### config.mk
export PLATFORM = sky130hd
export DESIGN_NAME = haar_wavelet_stack
export DESIGN_NICKNAME = d
export VERILOG_FILES = /design/src/rtl/haar_wavelet_stack.sv
export SDC_FILE = /design/constraint.sdc
export NUM_CORES = 1
export LEC_CHECK = 0
export CAP_MARGIN = 10
export CORE_ASPECT_RATIO = 0.5
export CORE_UTILIZATION = 25
export CTS_CLUSTER_SIZE = 24
export DETAILED_ROUTE_END_ITERATION = 8
export SLEW_MARGIN = 20
export SYNTH_ARGS = -nofsm -noshare
export SYNTH_HDL_FRONTEND = slang
export SYNTH_SLANG_ARGS = --single-unit
### constraint.sdc
create_clock -name clk -period 2.4 [get_ports clk]
set_input_delay 0.48 -clock clk [delete_from_list [all_inputs] [get_ports clk]]
set_output_delay 0.48 -clock clk [all_outputs]
set_load 0.01 [all_outputs]
### src/rtl/haar_wavelet_stack.sv
// Multi-level Haar wavelet engine: synchronised sample strobe feeds a chain of
// pairwise average/difference levels; one band at a time is driven to the output.
module haar_level #(
  parameter int W = 8
) (
  input  logic         clk,
  input  logic         rstb,
  input  logic         en_i,
  input  logic         stb_i,
  input  logic [W-1:0] val_i,
  output logic         stb_o,
  output logic [W-1:0] a_o,
  output logic [W-1:0] d_o
);
  logic         pending_q;
  logic [W-1:0] h_q, a_q, d_q;
  logic         stb_q;
  logic [W:0]        sum;
  logic signed [W:0] diff;

  assign sum  = {1'b0, h_q} + {1'b0, val_i};
  assign diff = $signed({1'b0, h_q}) - $signed({1'b0, val_i});

  always_ff @(posedge clk) begin
    if (!rstb) begin
      pending_q <= 1'b0;
      h_q       <= '0;
      a_q       <= '0;
      d_q       <= '0;
      stb_q     <= 1'b0;
    end else if (!en_i) begin
      // flush: partial pair and in-flight strobe are dropped, results hold
      pending_q <= 1'b0;
      stb_q     <= 1'b0;
    end else begin
      stb_q <= 1'b0;
      if (stb_i) begin
        if (pending_q) begin
          a_q       <= W'(sum >> 1);
          d_q       <= W'(diff >>> 1);
          pending_q <= 1'b0;
          stb_q     <= 1'b1;
        end else begin
          h_q       <= val_i;
          pending_q <= 1'b1;
        end
      end
    end
  end

  // stb_o doubles as the "a/d just written" flag for this level
  assign stb_o = stb_q;
  assign a_o   = a_q;
  assign d_o   = d_q;
endmodule

module haar_wavelet_stack #(
  parameter int DATA_WIDTH = 8,
  parameter int LEVELS     = 4,
  parameter int SEL_WIDTH  = 8
) (
  input  logic                  clk,
  input  logic                  rstb,
  input  logic                  i_enable,
  input  logic                  i_data_clk,
  input  logic [DATA_WIDTH-1:0] i_value,
  input  logic [SEL_WIDTH-1:0]  i_select_output_channel,
  output logic [DATA_WIDTH-1:0] o_multiplexed_wavelet_out,
  output logic                  o_valid,
  output logic                  o_active
);
  localparam int W = DATA_WIDTH;

  logic         s1_q, s2_q, s3_q;
  logic [W-1:0] v1_q, v2_q;
  logic [1:0]   settle_q;
  logic         in_stb_q, x_wr_q;
  logic [W-1:0] x_q;
  logic [W-1:0] out_q, out_d;
  logic         vld_q, vld_d;
  logic         active_q;

  logic [LEVELS:0]              lvl_stb;
  logic [LEVELS:0][W-1:0]       lvl_val;
  logic [LEVELS-1:0][W-1:0]     lvl_d;

  always_ff @(posedge clk) begin
    if (!rstb) begin
      s1_q     <= 1'b0;
      s2_q     <= 1'b0;
      s3_q     <= 1'b0;
      v1_q     <= '0;
      v2_q     <= '0;
      settle_q <= '0;
      in_stb_q <= 1'b0;
      x_wr_q   <= 1'b0;
      x_q      <= '0;
      active_q <= 1'b0;
    end else begin
      s1_q     <= i_data_clk;
      s2_q     <= s1_q;
      s3_q     <= s2_q;
      v1_q     <= i_value;
      v2_q     <= v1_q;
      active_q <= 1'b1;
      if (settle_q != 2'd3) settle_q <= settle_q + 2'd1;
      // settle gate hides a strobe that was already high at reset release
      in_stb_q <= s2_q && !s3_q && (settle_q == 2'd3);
      x_wr_q   <= s2_q && !s3_q && (settle_q == 2'd3);
      if (s2_q && !s3_q && (settle_q == 2'd3)) x_q <= v2_q;
    end
  end

  assign lvl_stb[0] = in_stb_q;
  assign lvl_val[0] = x_q;

  for (genvar k = 0; k < LEVELS; k++) begin : g_lvl
    haar_level #(.W(W)) u_lvl (
      .clk   (clk),
      .rstb  (rstb),
      .en_i  (i_enable),
      .stb_i (lvl_stb[k]),
      .val_i (lvl_val[k]),
      .stb_o (lvl_stb[k+1]),
      .a_o   (lvl_val[k+1]),
      .d_o   (lvl_d[k])
    );
  end

  always_comb begin
    out_d = '0;
    vld_d = 1'b0;
    for (int k = 0; k < LEVELS; k++) begin
      if (i_select_output_channel == SEL_WIDTH'(k)) begin
        out_d = lvl_d[k];
        vld_d = lvl_stb[k+1];
      end
    end
    if (i_select_output_channel == SEL_WIDTH'(LEVELS)) begin
      out_d = lvl_val[LEVELS];
      vld_d = lvl_stb[LEVELS];
    end
    if (i_select_output_channel == SEL_WIDTH'(LEVELS + 1)) begin
      out_d = x_q;
      vld_d = x_wr_q;
    end
  end

  always_ff @(posedge clk) begin
    if (!rstb) begin
      out_q <= '0;
      vld_q <= 1'b0;
    end else begin
      out_q <= out_d;
      vld_q <= vld_d;
    end
  end

  assign o_multiplexed_wavelet_out = out_q;
  assign o_valid                   = vld_q;
  assign o_active                  = active_q;
endmodule

Yosys cells after proc, flatten, opt, wreduce, memory -nomap -nowiden

Index checks and enable logic that the tools add are counted.

Logic and storage cells: 89
Bits in writable memories: 0
Memories: 0
Output and inout bits: 10
Bits of input ports: 20
Bits in latches: 0
Register bits after elaboration: 144
Bits in read-only memories: 0

Reduce and logical (&&, ||, !) cells: 17
Equality and inequality tests: 7
Bitwise operators: 4
Shifts and indexed selects: 0
$mul: 0
Add/sub/neg operators: 9
Divide/modulo/power cells: 0
Muxes and demuxes: 21
Magnitude comparators: 0

Operator list:

| kind                                                                   | number |
|---|---|
| 8-bit two-way mux                                                      | 6 |
| 8-bit by 8-bit adder with 9-bit output                                 | 4 |
| 3-bit AND reduction                                                    | 12 |
| 8-bit by 8-bit subtractor with 9-bit output                            | 4 |
| 8-bit by 2-bit equality test with 1-bit output (second input constant) | 2 |
| 8-bit by 3-bit equality test with 1-bit output (second input constant) | 2 |
| 1-bit two-way mux                                                      | 15 |
| 8-bit by 1-bit equality test with 1-bit output (second input constant) | 1 |
| 8-bit zero test                                                        | 1 |
| 1-bit NOT                                                              | 4 |
| 2-bit by 1-bit adder with 2-bit output (second input constant)         | 1 |
| 2-bit equality test (second input constant)                            | 1 |
| 1-bit logical AND                                                      | 2 |
| 2-bit inequality test (second input constant)                          | 1 |
| 2-bit AND reduction                                                    | 1 |
| 1-bit zero test                                                        | 1 |

Depth between registers and ports, before layout

Depth in word-level cells: 7
Mapped depth: 8
Mapped depth without buffers: 7

By module

A second synthesis with hierarchy kept.

Cell total of the unflattened synthesis: 930
Area, all modules: 7,888.8 um^2

Modules (own cells, without submodules):

| module                          | instances | cells each | area each (um^2) |
|---|---|---|---|
| haar_level (g_lvl[1].u_lvl ...) | 2         | 192        | 1,535.2 |
| haar_wavelet_stack              | 1         | 162        | 1,639.1 |
| haar_level (g_lvl[3].u_lvl)     | 1         | 192        | 1,591.5 |
| haar_level (g_lvl[0].u_lvl)     | 1         | 192        | 1,587.8 |

Least setup slack after synthesis

OpenSTA, ideal clock, no wires.

Kind: register -> register
Start point: reg g_lvl[1].u_lvl.h_q[0]
End point: reg g_lvl[1].u_lvl.a_q[5]
Setup slack: 443 ps
Arrival time: 1,866 ps
Setup time: 91 ps
Buffers on the path: 0
Cell stages (with the launch flop): 8
Period minus slack after synthesis: 1,957 ps
Cell sequence: dfxtp_1 and2_1 fa_1 nand2b_4 a21oi_2 o31a_1 or3_1 a311oi_1

Longest elaborated chain between the ends: 1

RTL lines:

| element                                | RTL line | source |
|---|---|---|
| start: declaration                     | 16       | `logic [W-1:0] h_q, a_q, d_q;` |
| start signal: assignment               | 44       | `h_q <= val_i;` |
| 8-bit by 8-bit adder with 9-bit output | 21       | `assign sum = {1'b0, h_q} + {1'b0, val_i};` |
| end signal: assignment                 | 39       | `a_q <= W'(sum >> 1);` |
| end: declaration                       | 16       |  |

No other way between the ends.
A chain may end at the register's enable or synchronous reset.

Final worst setup path

Start point: reg g_lvl[0].u_lvl.a_q[2]
End point: reg g_lvl[1].u_lvl.a_q[6]

Longest elaborated chain between the ends: 1

RTL lines:

| element                                | RTL line |
|---|---|
| start: declaration                     | 16 |
| start signal: assignment               | 39 |
| 8-bit by 8-bit adder with 9-bit output | 21 |

No other way between the ends.

==> results.md <==
- Status: finished, final reports clean
- Pwr dens: approximately 560 nW/um^2
- RSZ-0062 raised after global routing: no
- CTS tree: built
- CTS clk-pin slew, worst paths: 70 ps
- Layout cells sized above 1: 0.1056
- DR pass1 iterations: 5
- Die Wd: 252.7 um
- Max_cap viols: 0
- Cts repair resizes: 0
- Syn avg cell area: 8.663 sq um
- Die ar.: between 30,000 and 40,000 sq um
- CP startpoint kind: flip-flop
- Hold_sp: rstb
- Largest cells by area after synthesis: dfxtp_1 37%, ha_1 9.1%, nor2_1 6.2%
- H-tree depth: 4
- VDD IR max: a little over 400 uV
- Cell Area, Placed: approximately 8700 sq um
- Synth top cells by count: 144 x dfxtp_1, 129 x nor2_1, 77 x a21oi_1, 57 x ha_1, 57 x inv_1
- Largest net degree at the start of global routing: 34
- Vias per cell: about 4.7
- # setup viols final: 0
- Gpl congestion: 0.8520
- WP data required: ~2700 ps
- Post-CTS Hold Fix Bufs: 0
- Vias: between 6,000 and 7,000
- Crit share post-route: 0.9350
- Ant. Diodes: 0
- Slew HR: 0.5839
- Post-synth top flop: dfxtp_1
- Final Skew: about 9.8 ps
- Reg-to-Reg Start: g_lvl[0].u_lvl.a_o[2]$_SDFFE_PN0P_
- Synth area leader: dfxtp_1
- Core ar.: between 30,000 and 40,000 sq um
- Vias in the first global route: between 6,000 and 7,000
- Fmax: 445.6 MHz
- Setup repair bufs after CTS: 0
- Critical path fanouts, max: 8
- Final hold viol count: 0
- Fillers: approximately 3,200
- Hold Crit Depth: 1
- Count leader, synth: dfxtp_1
- Synth-to-Final Area Change: 17.98%
- Crit path DAT: between 2000 and 3000 ps
- Critical Setup Path Class: flip-flop to flip-flop
- Register area share after synthesis: 0.3669
- Async SR Flop Fraction: 0
- Initial Util: 0.2565
- Worst Tran Pin Value: 622.2 ps
- Std cell rows: 45
- Clock insertion delay at the later pin of the skew report: about 430 ps
- Sink Count: 144
- DRC viols: 0
- Yosys cell types: just over 60
- Proportion of netlist area held by the largest area contributor: 0.3669
- FF/Latch Area: roughly 2900 sq um
- HP Class: input port to flip-flop
- DIE HEIGHT: about 130 um
- IO buf count: 29
- Total GRT Usage: 0.1246
- Critical path endpoint category: flip-flop
- Initial drt markers: 376
- Number of flops mapped to enable cells by yosys: 0
- Clock Path Buffers: 2
- Global route overflow: 0
- Multi-input gate area in the final layout: around 4500 sq um
- Remaining antenna violation count after routing: 0
- Post-Syn Nets: around 990
- Initial antenna violation count: 0
- WL/cell: 14.24 um
- Register-to-Register Path Depth: 7
- Setup TNS: 0 ps
- Fin area: a little over 9000 sq um
- Yosys warning total: 0
- Fin crit period: ~2200 ps
- Flop and latch count out of synthesis: ~140
- Cell Area, Synth: about 7900 sq um
- Hold WS: approximately 290 ps
- Syn Inst Count: roughly 900
- Fin nets: roughly 1,000
- Global-route wire length before repair: between 30,000 and 40,000 um
- Pleak: 3.589 nW
- Crit path from: g_lvl[0].u_lvl.a_o[2]$_SDFFE_PN0P_
- Slew Limit Fails: 0
- Detailed Place HPWL: roughly 15,000 um
- Root Buffer: clkbuf_16
- Boundary Pins: 30
- Total Wirelength: between 15,000 and 20,000 um
- TritonCTS buffer count: 17
[per-stage QoR]
stage,worst slack [ps],total power (W),std cells,utilization
final,155.9,0.005193,1370,0.3027
after global routing,49.64,0.005367,1370,0.3027
after CTS,163.4,0.005234,1370,0.3027
after detailed placement,181.3,0.002645,1338,0.2839
after global placement,139.9,0.002642,1338,0.2839
after floorplan,443.0,0.002565,907,-
[state kept, by name (all words and copies together), names as in the netlist, 2 cells and up]
signal and cells:
g_lvl.u_lvl.pending_q 4, v2_q 8, v1_q 8, g_lvl.u_lvl.stb_o 4, g_lvl.u_lvl.d_o 32, o_multiplexed_wavelet_out 8
g_lvl.u_lvl.a_o 32, g_lvl.u_lvl.h_q 32, settle_q 2, x_q 8
[critical path: stages, from the launching register on]
cell and delay (ps):
dfxtp_1 410, inv_1 80, ha_1 400, nor2_1 190, a221oi_2 100, o41ai_1 360
mux2_2 390, a221oi_2 210
[kinds of logic (layout without fill, tap and decap cells)]
kind of cell	Yosys count	after routing	share of synthesized area
compound gates	207	207	0.1758
xor+xnor	23	23	0.02564
fa+ha+maj	65	65	0.1111
buf+inv	111	151	0.05908
flops	144	144	0.3669
mux	38	38	0.06401
simple gates	319	319	0.1975
[layer usage]
metal | track usage | up-vias | wire length [um]
li1 | - | 3218 | -
met1 | 0.1640 | 3053 | 9460
met2 | 0.2130 | 98 | 9282
met3 | 0.01793 | 13 | 557
met4 | 0.03351 | 0 | 206
met5 | 0 | - | 0
[cells in the final DEF, fill, tap and decap left out, types with 7 or more instances in the layout]
| master | Yosys | routed |
|---|---|---|
| o211ai_1 | 7 | 7 |
| fa_1 | 8 | 8 |
| nand2b_1 | 9 | 9 |
| nor2b_1 | 11 | 11 |
| or3_1 | 10 | 10 |
| xor2_1 | 9 | 9 |
| ha_1 | 57 | 57 |
| clkdlybuf4s50_1 | 0 | 28 |
| inv_1 | 57 | 56 |
| mux2_2 | 8 | 8 |
| xnor2_1 | 14 | 14 |
| mux2i_1 | 21 | 21 |
| nand2_1 | 50 | 50 |
| and2_1 | 26 | 26 |
| nand4_1 | 9 | 9 |
| a211oi_1 | 14 | 14 |
| nor2_1 | 129 | 129 |
| clkbuf_16 | 0 | 17 |
| o21ai_0 | 29 | 29 |
| mux4_2 | 9 | 9 |
| dfxtp_1 | 144 | 144 |
| nand3_1 | 24 | 24 |
| buf_4 | 2 | 31 |
| a21oi_1 | 77 | 77 |
| a2111oi_0 | 7 | 7 |
| a31oi_1 | 10 | 10 |
| nor3_1 | 12 | 12 |
[area by class of cell]
cell class / instances / area share
Tap cell: 423 / 0.05709
Sequential cell: 144 / 0.3110
Timing Repair Buffer: 62 / 0.06020
Inverter: 57 / 0.02308
Clock buffer: 17 / 0.04589
Clock inverter: 15 / 0.01620
Multi-Input combinational cell: 652 / 0.4866
[report_power, final]
part | switching [W] | internal, W
logic | 0.0000910 | 0.0000754
registers | 0.0000102 | 0.00241
clock network | 0.00114 | 0.00146
total | 0.00124 | 0.00395
[worst paths after layout]
| path | to | slack, ps |
|---|---|---|
| setup / recovery | g_lvl[1].u_lvl.a_o[6]$_SDFFE_PN0P_ | 160 |
| setup reg to reg | g_lvl[1].u_lvl.a_o[6]$_SDFFE_PN0P_ | 160 |
| hold / removal | o_active$_DFF_P_ | 290 |
| hold reg to reg | v2_q[6]$_SDFF_PN0_ | 430 |
Note: power is estimated with default switching activity, not from simulation.
